## src/rtl/zl_uart_pkg.sv

```systemverilog
// Shared types and constants for the single-wire register bus master.
package zl_uart_pkg;

  typedef enum logic [3:0] {
    ST_IDLE,
    ST_START_A,
    ST_ADDR,
    ST_GAP,
    ST_START_D,
    ST_WDATA,
    ST_RWAIT,
    ST_RDATA,
    ST_GUARD
  } zl_state_e;

  localparam logic [6:0] REG_SIG_HI  = 7'd0;
  localparam logic [6:0] REG_SIG_LO  = 7'd1;
  localparam logic [6:0] REG_SCRATCH = 7'd2;
  localparam logic [6:0] REG_LED     = 7'd3;

  localparam int unsigned GAP_DEF     = 2;
  localparam int unsigned GUARD_DEF   = 4;
  localparam int unsigned TIMEOUT_DEF = 32;

  // Terminal value of a cycle counter that starts at 0 and runs n cycles.
  function automatic logic [7:0] last_cnt(input int unsigned n);
    return 8'(n - 1);
  endfunction

endpackage

```

## src/rtl/zl_rr_arb2.sv

```systemverilog
// Two-way round-robin grant; pointer remembers the last accepted port.
module zl_rr_arb2 (
  input  logic       clk,
  input  logic       reset,
  input  logic [1:0] req_i,
  input  logic       accept_i,
  output logic [1:0] grant_o
);

  logic last_q, last_d;

  // One-hot grant; on contention the port not served last wins.
  always_comb begin
    grant_o = 2'b00;
    case (req_i)
      2'b01:   grant_o = 2'b01;
      2'b10:   grant_o = 2'b10;
      2'b11:   grant_o = last_q ? 2'b01 : 2'b10;
      default: grant_o = 2'b00;
    endcase
    last_d = last_q;
    if (accept_i && (grant_o != 2'b00)) begin
      last_d = grant_o[1];
    end
  end

  // Pointer register; reset state is "port 1 last" so port 0 wins first.
  always_ff @(posedge clk) begin
    if (reset) begin
      last_q <= 1'b1;
    end else begin
      last_q <= last_d;
    end
  end

endmodule

```

## src/rtl/zl_uart_arb.sv

```systemverilog
// Two-port arbiter and bit-serial master for the single-wire register bus.
module zl_uart_arb
  import zl_uart_pkg::*;
#(
  parameter int unsigned GAP     = GAP_DEF,
  parameter int unsigned GUARD   = GUARD_DEF,
  parameter int unsigned TIMEOUT = TIMEOUT_DEF
) (
  input  logic        clk,
  input  logic        reset,
  input  logic [1:0]  req_valid,
  input  logic [1:0]  req_we,
  input  logic [13:0] req_addr,
  input  logic [15:0] req_wdata,
  output logic [1:0]  req_ready,
  output logic [1:0]  rsp_valid,
  output logic [7:0]  rsp_rdata,
  output logic        rsp_err,
  output logic        tx_o,
  input  logic        rx_i,
  output logic        busy
);

  localparam logic [7:0] GAP_LAST   = last_cnt(GAP);
  localparam logic [7:0] GUARD_LAST = last_cnt(GUARD);
  localparam logic [7:0] TO_LAST    = last_cnt(TIMEOUT);

  zl_state_e  state_q, state_d;
  logic [7:0] cnt_q, cnt_d;
  logic       port_q, port_d;
  logic [7:0] abyte_q, abyte_d;
  logic [7:0] wdata_q, wdata_d;
  logic [7:0] rsh_q, rsh_d;
  logic [1:0] rsp_valid_q, rsp_valid_d;
  logic [7:0] rdata_q, rdata_d;
  logic       err_q, err_d;
  logic       rx_s1_q, rx_s2_q;
  logic [1:0] grant;
  logic       accept;
  logic       tx;

  assign accept = (state_q == ST_IDLE) && (grant != 2'b00);

  zl_rr_arb2 u_arb (
    .clk      (clk),
    .reset    (reset),
    .req_i    (req_valid),
    .accept_i (accept),
    .grant_o  (grant)
  );

  // Two-flop synchroniser for the asynchronous reply line.
  always_ff @(posedge clk) begin
    if (reset) begin
      rx_s1_q <= 1'b1;
      rx_s2_q <= 1'b1;
    end else begin
      rx_s1_q <= rx_i;
      rx_s2_q <= rx_s1_q;
    end
  end

  // Next-state, serialiser and completion logic.
  always_comb begin
    state_d     = state_q;
    cnt_d       = cnt_q + 8'd1;
    port_d      = port_q;
    abyte_d     = abyte_q;
    wdata_d     = wdata_q;
    rsh_d       = rsh_q;
    rsp_valid_d = 2'b00;
    rdata_d     = rdata_q;
    err_d       = err_q;
    tx          = 1'b1;
    case (state_q)
      ST_IDLE: begin
        cnt_d = '0;
        if (accept) begin
          port_d  = grant[1];
          abyte_d = grant[1] ? {req_addr[13:7], req_we[1]} : {req_addr[6:0], req_we[0]};
          wdata_d = grant[1] ? req_wdata[15:8] : req_wdata[7:0];
          state_d = ST_START_A;
        end
      end
      ST_START_A: begin
        tx      = 1'b0;
        cnt_d   = '0;
        state_d = ST_ADDR;
      end
      ST_ADDR: begin
        tx = abyte_q[~cnt_q[2:0]];
        if (cnt_q == 8'd7) begin
          cnt_d   = '0;
          state_d = abyte_q[0] ? ST_GAP : ST_RWAIT;
        end
      end
      ST_GAP: begin
        if (cnt_q == GAP_LAST) begin
          cnt_d   = '0;
          state_d = ST_START_D;
        end
      end
      ST_START_D: begin
        tx      = 1'b0;
        cnt_d   = '0;
        state_d = ST_WDATA;
      end
      ST_WDATA: begin
        tx = wdata_q[~cnt_q[2:0]];
        if (cnt_q == 8'd7) begin
          cnt_d       = '0;
          state_d     = ST_GUARD;
          rsp_valid_d = port_q ? 2'b10 : 2'b01;
          err_d       = 1'b0;
        end
      end
      ST_RWAIT: begin
        if (!rx_s2_q) begin
          cnt_d   = '0;
          state_d = ST_RDATA;
        end else if (cnt_q == TO_LAST) begin
          cnt_d       = '0;
          state_d     = ST_GUARD;
          rsp_valid_d = port_q ? 2'b10 : 2'b01;
          err_d       = 1'b1;
          rdata_d     = '0;
        end
      end
      ST_RDATA: begin
        rsh_d = {rsh_q[6:0], rx_s2_q};
        if (cnt_q == 8'd7) begin
          cnt_d       = '0;
          state_d     = ST_GUARD;
          rsp_valid_d = port_q ? 2'b10 : 2'b01;
          err_d       = 1'b0;
          rdata_d     = {rsh_q[6:0], rx_s2_q};
        end
      end
      ST_GUARD: begin
        if (cnt_q == GUARD_LAST) begin
          cnt_d   = '0;
          state_d = ST_IDLE;
        end
      end
      default: begin
        cnt_d   = '0;
        state_d = ST_IDLE;
      end
    endcase
  end

  // State and datapath registers.
  always_ff @(posedge clk) begin
    if (reset) begin
      state_q     <= ST_IDLE;
      cnt_q       <= '0;
      port_q      <= 1'b0;
      abyte_q     <= '0;
      wdata_q     <= '0;
      rsh_q       <= '0;
      rsp_valid_q <= '0;
      rdata_q     <= '0;
      err_q       <= 1'b0;
    end else begin
      state_q     <= state_d;
      cnt_q       <= cnt_d;
      port_q      <= port_d;
      abyte_q     <= abyte_d;
      wdata_q     <= wdata_d;
      rsh_q       <= rsh_d;
      rsp_valid_q <= rsp_valid_d;
      rdata_q     <= rdata_d;
      err_q       <= err_d;
    end
  end

  assign req_ready = accept ? grant : 2'b00;
  assign rsp_valid = rsp_valid_q;
  assign rsp_rdata = rdata_q;
  assign rsp_err   = err_q;
  assign tx_o      = tx;
  assign busy      = (state_q != ST_IDLE);

endmodule

```

## config.mk

```make
export PLATFORM = sky130hd
export DESIGN_NAME = zl_uart_arb
export DESIGN_NICKNAME = d
export VERILOG_FILES = /design/src/rtl/zl_uart_pkg.sv /design/src/rtl/zl_rr_arb2.sv /design/src/rtl/zl_uart_arb.sv
export SDC_FILE = /design/constraint.sdc
export NUM_CORES = 1
export LEC_CHECK = 0
export ABC_AREA = 0
export CORE_AREA = 5 5 77 93
export CTS_BUF_LIST = sky130_fd_sc_hd__clkbuf_16
export DETAILED_ROUTE_END_ITERATION = 12
export DIE_AREA = 0 0 82 98
export HOLD_SLACK_MARGIN = 0.02
export PLACE_DENSITY = 0.66
export SKIP_CTS_REPAIR_TIMING = 1
export SYNTH_ARGS = -nofsm -noshare
export SYNTH_HDL_FRONTEND = slang
export SYNTH_SLANG_ARGS = --single-unit
export TNS_END_PERCENT = 30
```

## constraint.sdc

```tcl
create_clock -name clk -period 2.51 [get_ports clk]
set_clock_uncertainty 0.15 [all_clocks]
set_input_delay 0.502 -clock clk [delete_from_list [all_inputs] [get_ports clk]]
set_output_delay 0.502 -clock clk [all_outputs]
set_load 0.01 [all_outputs]
```

Word-level counts from Yosys, hierarchy flattened

Cells that the tools add are included.
Widths: inputs -> output; s select.

Add/sub/neg operators: 1
Magnitude comparators: 1
Equal/unequal tests: 24
Mux-type cells: 38
Bitwise operators: 1
Reductions and logical operators: 14

Operator list:

| cell                | number |
|---|---|
| $mux 8              | 10 |
| $pmux 4 s8          | 1 |
| $pmux 8 s4          | 1 |
| $mux 4              | 7 |
| $eq 4x3->1 const B  | 4 |
| $pmux 8 s2          | 1 |
| $ne 2x2->1 const B  | 7 |
| $mux 2              | 6 |
| $add 8x1->8 const B | 1 |
| $eq 4x2->1 const B  | 2 |
| $eq 8x1->1 const B  | 1 |
| $eq 8x2->1 const B  | 1 |
| $eq 8x3->1 const B  | 1 |
| $eq 8x5->1 const B  | 1 |
| $reduce_and 4->1    | 2 |
| $bmux 1 s3          | 2 |
| $pmux 2 s3          | 1 |
| $reduce_and 6->1    | 1 |
| $reduce_bool 2->1   | 3 |
| $mux 1              | 5 |
| $eq 2x2->1 const B  | 2 |
| $eq 4x1->1 const B  | 1 |
| $eq 4x4->1 const B  | 1 |
| $logic_not 4->1     | 1 |
| other kinds (14)    | 16 |

Register bits after elaboration: 50
Bits of input ports: 37
Output and inout port bits: 15
Logic and storage cells: 91

Longest topological paths before layout

Gate-level depths: netlist of the first run.

Word-level depth: 6
Gate-level depth with buffers: 8
Depth with buffers taken out: 7

Hierarchy

Synthesis of the first run repeated with hierarchy kept, for this count alone.

Cell total of the unflattened synthesis: 278
Area, all modules: 2406.1 µm²

Modules (own cells, without submodules):

| module      | times used | cells each | area an instance (µm²) | seq. area each (µm²) |
|---|---|---|---|---|
| zl_uart_arb | 1          | 271        | 2344.7                 | 980.9 |
| zl_rr_arb2  | 1          | 7          | 61.3                   | 20.0 |

Worst setup path after synthesis of the first run

Ideal clock, no wire load.

Path type: register -> output
Start: register cnt_q[1]
End: output port tx_o
Arrival: 1.556 ns
Required time: 1.858 ns
Slack: 0.302 ns
Cell stages (with the launch flop): 6
Path buffers: 1
Cells stage by stage: dfxtp_1 -> clkbuf_1 -> mux4_2 -> nor2b_1 -> a211oi_1 -> o21ai_0

Word-level cells in the longest chain between the ends: 4
Elaborated cells between the ends (all ways): 6
Those cells by class: mux (5); bitwise (1)

Ends and longest elaborated chain:

| item                                 | RTL line                              | source |
|---|---|---|
| start: declaration                   | zl_uart_arb.sv:29                     | `logic [7:0] cnt_q, cnt_d;` |
| start signal: assignment             | zl_uart_arb.sv:166                    | `cnt_q <= cnt_d;` |
| $not 3->3 (*)                        | zl_uart_arb.sv:91, zl_uart_arb.sv:109 |  |
| $bmux 1 s3, on equally long branches | zl_uart_arb.sv:109, zl_uart_arb.sv:91 |  |
| $mux 1, on equally long branches     | zl_uart_arb.sv:109, zl_uart_arb.sv:91 |  |
| $pmux 1 s3 (*)                       | zl_uart_arb.sv:75                     | `case (state_q)` |
| end: declaration                     | zl_uart_arb.sv:19                     | `output logic tx_o,` |

Mark *: on every way between the ends. The rest lies on a longest branch, timed or not. The select of a mux whose other input is x is not followed.

Worst setup path after layout of the first run

Start: register cnt_q[0]
End: output port tx_o

The elaborated chain is that of the path after synthesis.

==> load_flow_metrics.sql, run 1 <==
INSERT INTO impl_metrics (metric_group, metric, value, unit) VALUES
('grt', 'grt_antenna_before_repair', '0', ''),
('grt', 'first_pass_grt_wire_length', '9540', 'um'),
('die', 'die_width', '82', 'um'),
('critical_path', 'r2r_cells', '8', ''),
('critical_path', 'critical_path.n_buffers_inverters', '1', ''),
('synth', 'synth.lib_cells_used.distinct', '55', ''),
('die', 'fp-row-count', '32', ''),
('critical_path', 'timing.critical_path.max_delay_family', 'multiplexers', ''),
('run', 'drv.max_cap_violation_count', '0', ''),
('synth', 'yosys.cell_count.top_type', 'dfxtp_1', ''),
('placement', 'place_hpwl', '4260', 'um'),
('die', 'initial_utilization', '38.4', '%'),
('power', 'cellLeakagePower', '1.21', 'nW'),
('timing', 'timing_hold_violations_final', '0', ''),
('final_layout', 'area.growth.synth_to_final', '33.8', '%'),
('timing', 'fmax', '420', 'MHz'),
('critical_path', 'critical_path.max_fanout', '5', ''),
('placement', 'placed_cell_area', '3040', 'um2'),
('drt', 'remaining_drc_errors', '0', ''),
('power', 'seq_power_share', '38.9', '%'),
('drt', 'post_drt_wl_per_cell', '13.3', 'um'),
('min_path', 'hold_path_class', 'reg -> reg', ''),
('clock_network', 'cts_tree', 'yes', ''),
('clock_network', 'clockRootBuffer', 'clkbuf_16', ''),
('power', 'power_switching', '0.000860', 'W'),
('timing', 'setup_viol_count_final', '0', ''),
('synth', 'synth_area', '2400', 'um2'),
('timing', 'report.final.slew_viol_count', '0', ''),
('die', 'die_height', '98', 'um'),
('grt', 'globalRoute.totalOverflow', '0', ''),
('drt', 'ant_nets', '0', ''),
('drt', 'drt_iter0_markers', '87', ''),
('clock_network', 'numClockSinks', '50', ''),
('min_path', 'min_delay_path_depth', '1', ''),
('power', 'p_clk_share', '26.7', '%'),
('critical_path', 'instance_count_on_the_critical_path', '6', ''),
('synth', 'synth-edff-count', '0', ''),
('die', 'io_pins', '52', ''),
('power', 'comb_power_share', '34.4', '%'),
('synth', 'seq_area_frac_synth', '41.8', '%'),
('drt', 'drt-pass1-iter-count', '4', ''),
('grt', 'grt_max_degree', '19', ''),
('critical_path', 'crit_slowest_cell', 'mux4_2', ''),
('placement', 'io_buffers', '51', ''),
('critical_path', 'crit_type', 'reg -> out', ''),
('final_layout', 'final_net_count', '369', ''),
('power', 'internal_power', '0.00173', 'W'),
('drt', 'dr_total_vias', '2176', ''),
('clock_network', 'clock_tree.buffer_depth', '2', ''),
('power', 'cellPowerDensity', '807', 'nW/um2'),
('critical_path', 'path_cells', 'mux4_2 > mux2i_1 > nor2_1 > nor3_1 > o21ai_1 > clkbuf_2', ''),
('synth', 'yosysTopAreaCell', 'dfxtp_1', ''),
('timing', 'tightestPinTransition', '0.653', 'ns'),
('synth', 'synth_area_leaders', 'dfxtp_1 (42%), a21oi_1 (6.3%), nand2_1 (6.3%)', ''),
('clock_network', 'clkLatencyLatePin', '0.29', 'ns'),
('synth', 'synth.net_count', '313', ''),
('timing', 'rsz_0062_raised_after_global_routing', 'true', ''),
('synth', 'synth_flop_cell', 'dfxtp_1', ''),
('placement', 'pre_cts_ws', '-0.0740', 'ns'),
('die', 'core-area', '6250', 'um2'),
('timing', 'period_minus_slack', '2.38', 'ns'),
('clock_network', 'cts.htree.levels', '2', ''),
('timing', 'layout_worst_path_cycle_share', '94.9', '%'),
('status', 'outcome', 'finished, final reports clean', ''),
('synth', 'syn-mean-instance-area', '8.74', 'um2'),
('power', 'ir_worst_vdd', '503', 'uV'),
('final_layout', 'post-route-cell-area', '3210', 'um2'),
('grt', 'aggregate_global_route_resource_usage', '15.0', '%'),
('placement', 'placedCellCount', '408', ''),
('critical_path', 'setup.worst_path.start_class', 'flop', ''),
('final_layout', 'drive_above_1_share', '14.2', '%');
## stage by stage
| step | util [%] | setup TNS (ns) | hold slack [ns] |
|---|---|---|---|
| 3_5_place_dp | 48.7 | -0.190 | 0.244 |
| 6_report | 51.3 | 0 | 0.262 |
| 3_3_place_gp | 48.7 | -0.118 | 0.248 |
| 2_1_floorplan | - | 0 | 0.239 |
| 4_1_cts | 51.1 | -0.521 | 0.263 |
| 5_1_grt | 51.3 | -0.0316 | 0.283 |
## metal layers
metal | up-vias | part of all wire (%) | global-route usage [%]
li1 | 1113 | - | -
met1 | 1022 | 41 | 16.9
met2 | 37 | 53 | 26.6
met3 | 4 | 3.4 | 2.95
met4 | 0 | 1.8 | 6.14
met5 | - | 0 | 0
## layout make-up
type,count,area [um2]
multi-input combinational,198,1270
fill,635,3040
inverter,5,18.8
clock buffer,5,125
clock inverter,3,26.3
timing repair buffer,70,653
tap,85,106
sequential,50,1010
## worst register-to-register path: stages, from the launching register on
cell and delay, ns:
dfxtp_4 0.37, buf_4 0.15, ha_1 0.25, and2_1 0.20
buf_4 0.15, nand2_1 0.10, a21oi_1 0.05, a31oi_1 0.52
a22o_1 0.24
## cell usage in the layout, fill, tap and decap left out, drive strengths merged, types with 4 or more instances in the layout
cell type / instances
dfxtp: 50
inv: 7
a21oi: 30
clkbuf: 6
a22o: 7
nor3: 6
buf: 19
nor2b: 4
nor2: 21
nand3: 6
nand2: 40
mux4: 4
o21ai: 8
clkdlybuf4s50: 48
o221ai: 16
## sequential cells by signal (all words and copies together) (netlist names), 2 cells and up
register   cells
cnt_q          8
state_q        4
rsh_q          7
wdata_q        8
rsp_rdata      8
rsp_valid      2
abyte_q        8
## logic make-up (layout without fill, tap and decap cells)
| logic type | Yosys count | count (layout) | share of synthesized area, % |
|---|---|---|---|
| DFF | 50 | 50 | 41.8 |
| AOI/OAI and AO/OA | 80 | 80 | 23.3 |
| xor gates and xnor gates | 6 | 6 | 2.19 |
| and+or+nand+nor | 104 | 104 | 21.5 |
| buffers and inverters | 26 | 83 | 5.53 |
| adders and majority gates | 2 | 2 | 1.04 |
| muxes | 6 | 6 | 4.60 |
## path summary, 6_finish.rpt
kind | from | to | slack, ns
setup / recovery | cnt_q[0]$_SDFF_PP0_ | tx_o | 0.13
hold / removal | rx_s1_q$_SDFF_PP1_ | rx_s2_q$_SDFF_PP1_ | 0.26
setup reg to reg | cnt_q[0]$_SDFF_PP0_ | rsp_rdata[3]$_SDFFE_PP0P_ | 0.28
hold reg to reg | rx_s1_q$_SDFF_PP1_ | rx_s2_q$_SDFF_PP1_ | 0.26
## power groups by stage
stage | registers (W) | clock network, W | logic (W)
after floorplan | 0.000984 | 0 | 0.000625
after global placement | 0.00102 | 0 | 0.000896
after detailed placement | 0.00102 | 0 | 0.000904
after CTS | 0.00100 | 0.000714 | 0.000912
after global routing | 0.00102 | 0.000738 | 0.00100
final | 0.00101 | 0.000691 | 0.000890
(Power assumes the default switching activity.)
==> run 2: changes to the inputs <==
==> constraint.sdc (replaced) <==
create_clock -name clk -period 2.51 [get_ports clk]
set_clock_uncertainty 0.15 [all_clocks]
set_input_delay 0.251 -clock clk [delete_from_list [all_inputs] [get_ports clk]]
set_output_delay 0.251 -clock clk [all_outputs]
set_load 0.01 [all_outputs]
==> run 2 against run 1 <==
Against the previous run: worst hold slack worse by 0.0010 ns; largest cell class unchanged; via count down 2.0%; largest power group unchanged; sequential share of layout area up 0.76 points; combinational power down 5.4%; utilization down 1.1 points; sequential cell count unchanged; design area down 2.1%; worst setup slack better by 0.10 ns.
==> load_flow_metrics.sql, run 2 (synthesized netlist as in run 1, its figures left out) <==
INSERT INTO impl_metrics (metric_group, metric, value, unit) VALUES
('power', 'comb_power_share', '33.3', '%'),
('placement', 'io_buffers', '51', ''),
('placement', 'placed_cell_area', '2980', 'um2'),
('power', 'switching_share', '32.9', '%'),
('final_layout', 'mostFrequentLayoutCell', 'clkdlybuf4s50_1', ''),
('placement', 'place_hpwl', '4210', 'um'),
('power', 'cellLeakagePower', '1.14', 'nW'),
('power', 'seq_power_share', '40.7', '%'),
('clock_network', 'clock_transition_time_at_the_flip_flop_clock_pins_of_the_worst_setup_and_hold_paths', '0.07', 'ns'),
('final_layout', 'drive_above_1_share', '11.1', '%'),
('final_layout', 'final_net_count', '361', ''),
('power', 'ir_worst_vdd', '366', 'uV'),
('timing', 'period_minus_slack', '2.28', 'ns'),
('critical_path', 'critical_path.n_buffers_inverters', '1', ''),
('critical_path', 'setup.worst_path.end_class', 'output port', ''),
('drt', 'totalWireLength', '5530', 'um'),
('clock_network', 'clock_tree.buffer_depth', '2', ''),
('grt', 'grt.met1_usage', '17.3', '%'),
('grt', 'first_pass_grt_wire_length', '9490', 'um'),
('die', 'die_height', '98', 'um'),
('critical_path', 'timing.critical_path.max_delay_family', 'simple AND/OR/NAND/NOR gates', ''),
('timing', 'report.final.slew_viol_count', '0', ''),
('timing', 'timing.final.ws_setup', '0.229', 'ns'),
('timing', 'timing_hold_violations_final', '0', ''),
('grt', 'grt_pass1_vias', '2101', ''),
('clock_network', 'cts_inserted_buffers', '5', ''),
('critical_path', 'path_cells', 'nor2_1 > and3_1 > clkdlybuf4s50_1', ''),
('grt', 'use_met3', '2.86', '%'),
('final_layout', 'post-route-cell-area', '3140', 'um2'),
('clock_network', 'clkLatencyLatePin', '0.28', 'ns'),
('status', 'outcome', 'finished, final reports clean', ''),
('critical_path', 'cpPeakStageDelay', '0.56', 'ns'),
('clock_network', 'cts_tree', 'yes', ''),
('final_layout', 'mostFrequentLayoutCells', 'clkdlybuf4s50_1 (50), dfxtp_1 (48), nand2_1 (40), a21oi_1 (30), nor2_1 (21)', ''),
('drt', 'vias_per_cell', '5.23', ''),
('placement', 'pre_cts_ws', '0.0678', 'ns'),
('final_layout', 'area.growth.synth_to_final', '31.0', '%'),
('drt', 'dr_total_vias', '2132', ''),
('timing', 'layout_worst_path_cycle_share', '90.9', '%'),
('final_layout', 'diodes', '0', ''),
('grt', 'grt_antenna_before_repair', '0', ''),
('critical_path', 'setup.worst_path.start_class', 'flop', ''),
('critical_path', 'worstPathArrival', '1.88', 'ns'),
('die', 'io_pins', '52', ''),
('power', 'cellPowerDensity', '807', 'nW/um2'),
('grt', 'grt_max_degree', '20', ''),
('grt', 'aggregate_global_route_resource_usage', '14.8', '%'),
('clock_network', 'clockRootBuffer', 'clkbuf_16', ''),
('drt', 'post_drt_wl_per_cell', '13.5', 'um'),
('grt', 'globalRoute.totalOverflow', '0', ''),
('timing', 'slew_headroom', '54.8', '%'),
('critical_path', 'crit_slowest_cell', 'clkdlybuf4s50_1', ''),
('drt', 'drt_iter0_markers', '71', ''),
('run', 'drv.max_cap_violation_count', '0', ''),
('placement', 'gp_congestion', '0.769', ''),
('die', 'die_width', '82', 'um'),
('clock_network', 'numClockSinks', '50', ''),
('power', 'p_clk_share', '26.1', '%'),
('critical_path', 'critical_path.max_fanout', '15', ''),
('timing', 'setup_viol_count_final', '0', ''),
('drt', 'ant_nets', '0', ''),
('critical_path', 'crit_type', 'reg -> out', ''),
('grt', 'grtUsageMet2', '26.0', '%'),
('die', 'fp-row-count', '32', ''),
('drt', 'drt-pass1-iter-count', '4', ''),
('power', 'power_switching', '0.000833', 'W'),
('clock_network', 'cts.htree.levels', '2', ''),
('timing', 'tightestPinTransition', '0.675', 'ns'),
('timing', 'rsz_0062_raised_after_global_routing', 'false', ''),
('timing', 'fmax', '438', 'MHz'),
('die', 'core-area', '6250', 'um2'),
('critical_path', 'critical_path_required', '2.11', 'ns'),
('grt', 'grt-busiest-layer', 'met2', ''),
('drt', 'remaining_drc_errors', '0', ''),
('die', 'initial_utilization', '38.4', '%'),
('min_path', 'hold_path_class', 'reg -> reg', ''),
('die', 'dieArea', '8040', 'um2'),
('power', 'internal_power', '0.00170', 'W');
run 2: changes by cell type in the layout (fill, tap and decap cells not counted), moves of 2 or more:
| cell | change |
|---|---|
| a21boi_1 | +2 |
| a21boi_2 | -2 |
| buf_4 | -8 |
| clkdlybuf4s50_1 | +2 |
| inv_6 | -2 |
run 2: layout make-up:
| cell class | count | area, um2 |
|---|---|---|
| timing repair buffer | 62 | 596 |
| clock inverter | 3 | 21.3 |
| multi-input combinational | 198 | 1260 |
| clock buffer | 5 | 125 |
| tap | 85 | 106 |
| fill | 630 | 3110 |
| inverter | 5 | 18.8 |
| sequential | 50 | 1010 |
run 2: worst register-to-register path, cell delays in order (launching register included):
cell and delay (ns):
dfxtp_4 0.40, ha_1 0.25, and2_1 0.26, o22ai_1 0.12
a221o_2 0.41, o31a_1 0.31, a311oi_1 0.26
run 2: worst paths after layout:
| path | slack [ns] | end | start | cells past startpoint |
|---|---|---|---|---|
| max reg2reg | 0.26 | state_q[3]$_SDFFE_PP0P_ | cnt_q[0]$_SDFF_PP0_ | 6 |
| min | 0.26 | rx_s2_q$_SDFF_PP1_ | rx_s1_q$_SDFF_PP1_ | 1 |
| max | 0.23 | req_ready[1] | state_q[2]$_SDFFE_PP0P_ | 3 |
| min reg2reg | 0.26 | rx_s2_q$_SDFF_PP1_ | rx_s1_q$_SDFF_PP1_ | 1 |
run 2: metal layers:
| metal | vias to the layer above | part of all wire (%) |
|---|---|---|
| li1 | 1097 | - |
| met1 | 996 | 43 |
| met2 | 35 | 53 |
| met3 | 4 | 3.3 |
| met4 | 0 | 1.4 |
| met5 | - | 0 |
run 2: power by group through the flow:
stage	Clock [W]	Sequential (W)	Combinational, W
2_1_floorplan	0	0.000984	0.000625
3_3_place_gp	0	0.00105	0.000840
3_5_place_dp	0	0.00105	0.000847
4_1_cts	0.000677	0.00103	0.000852
5_1_grt	0.000710	0.00105	0.000933
6_report	0.000660	0.00103	0.000842
run 2: stage by stage:
| stage | instances | utilization, % | total power [W] | setup TNS (ns) | hold WS [ns] |
|---|---|---|---|---|---|
| 2_1_floorplan | 274 | - | 0.00161 | 0 | 0.205 |
| 3_3_place_gp | 400 | 47.7 | 0.00189 | 0 | 0.246 |
| 3_5_place_dp | 400 | 47.7 | 0.00190 | 0 | 0.244 |
| 4_1_cts | 408 | 50.1 | 0.00256 | -0.218 | 0.262 |
| 5_1_grt | 408 | 50.2 | 0.00269 | 0 | 0.289 |
| 6_report | 408 | 50.2 | 0.00253 | 0 | 0.261 |
==> run 3: changes to the inputs <==
--- a/config.mk
+++ b/config.mk
@@ -6,12 +6,12 @@
 export NUM_CORES = 1
 export LEC_CHECK = 0
 export ABC_AREA = 0
-export CORE_AREA = 5 5 77 93
+export CORE_AREA = 5 5 82 99
 export CTS_BUF_LIST = sky130_fd_sc_hd__clkbuf_16
 export DETAILED_ROUTE_END_ITERATION = 12
-export DIE_AREA = 0 0 82 98
+export DIE_AREA = 0 0 87 104
 export HOLD_SLACK_MARGIN = 0.02
-export PLACE_DENSITY = 0.66
+export PLACE_DENSITY = 0.6
 export SKIP_CTS_REPAIR_TIMING = 1
 export SYNTH_ARGS = -nofsm -noshare
 export SYNTH_HDL_FRONTEND = slang
==> run 3 against run 2 <==
Against the previous run: critical path depth up 5; total power up 1.2%; worst setup slack better by 0.029 ns; sequential cell count unchanged; fmax up 1.3%; sequential share of layout area down 0.35 points; global-route usage down 1.3 points; non-clock buffer count up 2; cell count up 1.7%; register-to-register slack about the same; worst hold slack about the same; largest power group unchanged.
==> load_flow_metrics.sql, run 3 (synthesized netlist as in run 1, its figures left out) <==
INSERT INTO impl_metrics (metric_group, metric, value, unit) VALUES
('critical_path', 'crit_type', 'reg -> reg', ''),
('placement', 'io_buffers', '51', ''),
('die', 'dieArea', '9050', 'um2'),
('clock_network', 'numClockSinks', '50', ''),
('clock_network', 'clkLatencyLatePin', '0.29', 'ns'),
('final_layout', 'mostFrequentLayoutCells', 'clkdlybuf4s50_1 (50), dfxtp_1 (48), nand2_1 (40), a21oi_1 (30), nor2_1 (21)', ''),
('timing', 'report.final.slew_viol_count', '0', ''),
('drt', 'drt-pass1-iter-count', '4', ''),
('die', 'io_pins', '52', ''),
('min_path', 'hold_path_class', 'reg -> reg', ''),
('timing', 'setup_viol_count_final', '0', ''),
('power', 'cellLeakagePower', '1.14', 'nW'),
('timing', 'tightestPinTransition', '0.703', 'ns'),
('die', 'die_height', '104', 'um'),
('timing', 'finalSetupTns', '0', 'ns'),
('status', 'outcome', 'finished, final reports clean', ''),
('grt', 'first_pass_grt_wire_length', '10100', 'um'),
('final_layout', 'final_net_count', '363', ''),
('critical_path', 'worstPathArrival', '2.33', 'ns'),
('critical_path', 'critical_path.max_fanout', '8', ''),
('placement', 'placed_cell_area', '3000', 'um2'),
('final_layout', 'post-route-cell-area', '3160', 'um2'),
('grt', 'grt-busiest-layer', 'met2', ''),
('timing', 'slew_headroom', '52.9', '%'),
('drt', 'remaining_drc_errors', '0', ''),
('critical_path', 'critical_path_required', '2.59', 'ns'),
('final_layout', 'drive_above_1_share', '12.0', '%'),
('drt', 'dr_total_vias', '2147', ''),
('clock_network', 'cts_tree', 'yes', ''),
('drt', 'post_drt_wl_per_cell', '13.9', 'um'),
('grt', 'aggregate_global_route_resource_usage', '13.5', '%'),
('drt', 'vias_per_cell', '5.17', ''),
('drt', 'ant_nets', '0', ''),
('die', 'die_width', '87', 'um'),
('clock_network', 'clock_transition_time_at_the_flip_flop_clock_pins_of_the_worst_setup_and_hold_paths', '0.07', 'ns'),
('critical_path', 'setup.worst_path.end_class', 'flop', ''),
('clock_network', 'cts_inserted_buffers', '5', ''),
('final_layout', 'mostFrequentLayoutCell', 'clkdlybuf4s50_1', ''),
('power', 'ir_worst_vdd', '389', 'uV'),
('timing', 'fmax', '444', 'MHz'),
('power', 'p_total', '0.00256', 'W'),
('drt', 'totalWireLength', '5780', 'um'),
('die', 'core-area', '7100', 'um2'),
('die', 'fp-row-count', '34', ''),
('final_layout', 'final_util', '44.5', '%'),
('final_layout', 'diodes', '0', ''),
('grt', 'globalRoute.totalOverflow', '0', ''),
('clock_network', 'cts.htree.levels', '2', ''),
('die', 'initial_utilization', '33.7', '%'),
('grt', 'grt_pass1_vias', '2131', ''),
('timing', 'period_minus_slack', '2.25', 'ns'),
('grt', 'grt_antenna_before_repair', '0', ''),
('grt', 'use_met3', '2.46', '%'),
('grt', 'grt.met1_usage', '17.1', '%'),
('run', 'drv.max_cap_violation_count', '0', ''),
('drt', 'drt_iter0_markers', '106', ''),
('power', 'cellPowerDensity', '810', 'nW/um2'),
('timing', 'layout_worst_path_cycle_share', '89.7', '%'),
('placement', 'gp_congestion', '0.819', ''),
('grt', 'grt_max_degree', '25', ''),
('timing', 'timing_hold_violations_final', '0', ''),
('grt', 'grtUsageMet2', '22.5', '%'),
('critical_path', 'setup.worst_path.start_class', 'flop', ''),
('clock_network', 'clock_tree.buffer_depth', '2', ''),
('final_layout', 'area.growth.synth_to_final', '32.1', '%'),
('timing', 'rsz_0062_raised_after_global_routing', 'false', ''),
('placement', 'place_hpwl', '4340', 'um'),
('timing', 'final.hold.worst_slack', '0.261', 'ns'),
('clock_network', 'clockRootBuffer', 'clkbuf_16', '');
==> run 3: cell types whose count changed in the layout (fill, tap and decap cells not counted), sizes merged <==
cell	delta
buf	+2
clkinv	-2
clkinvlp	+1
inv	+1
==> run 3: final cells by class <==
| class | instances | area (um2) |
|---|---|---|
| fillers | 707 | 3940 |
| clock inverters | 3 | 23.8 |
| repair buffers | 64 | 611 |
| multi-input cells | 198 | 1270 |
| inverters | 5 | 18.8 |
| flip-flops and latches | 50 | 1010 |
| well taps | 90 | 113 |
| clock buffers | 5 | 125 |
==> run 3: metal layers <==
metal	vias up	routed length [um]
met5	-	0
met4	0	94
met3	6	235
met2	40	2940
met1	999	2510
li1	1102	-
==> run 3: metrics by stage <==
step | instances | setup slack [ns]
finish | 415 | 0.258
global route | 415 | 0.0493
CTS | 415 | -0.208
detailed placement | 407 | 0.123
global placement | 407 | 0.110
floorplan | 274 | 0.436
==> run 3: worst paths after layout <==
| path | from | end | slack [ns] | depth (start not counted) |
|---|---|---|---|---|
| worst max register to register | cnt_q[0]$_SDFF_PP0_ | rsp_rdata[3]$_SDFFE_PP0P_ | 0.26 | 8 |
| worst max-delay path | cnt_q[0]$_SDFF_PP0_ | rsp_rdata[3]$_SDFFE_PP0P_ | 0.26 | 8 |
| worst min register to register | rx_s1_q$_SDFF_PP1_ | rx_s2_q$_SDFF_PP1_ | 0.26 | 1 |
| worst min-delay path | rx_s1_q$_SDFF_PP1_ | rx_s2_q$_SDFF_PP1_ | 0.26 | 1 |
==> run 3: worst max-delay path, cell delays in order (launching register included) <==
cell and delay [ns]:
dfxtp_2 0.34, buf_4 0.15, ha_1 0.25, and2_1 0.20, buf_4 0.15, nand2_1 0.09
a21oi_1 0.05, a31oi_1 0.56, a22o_1 0.24
==> run 3: report_power, final <==
part	switching [W]	leakage, nW	internal (W)	total (W)
clock network	0.000300	0.0664	0.000373	0.000673
logic	0.000448	0.667	0.000417	0.000865
registers	0.000106	0.408	0.000919	0.00103
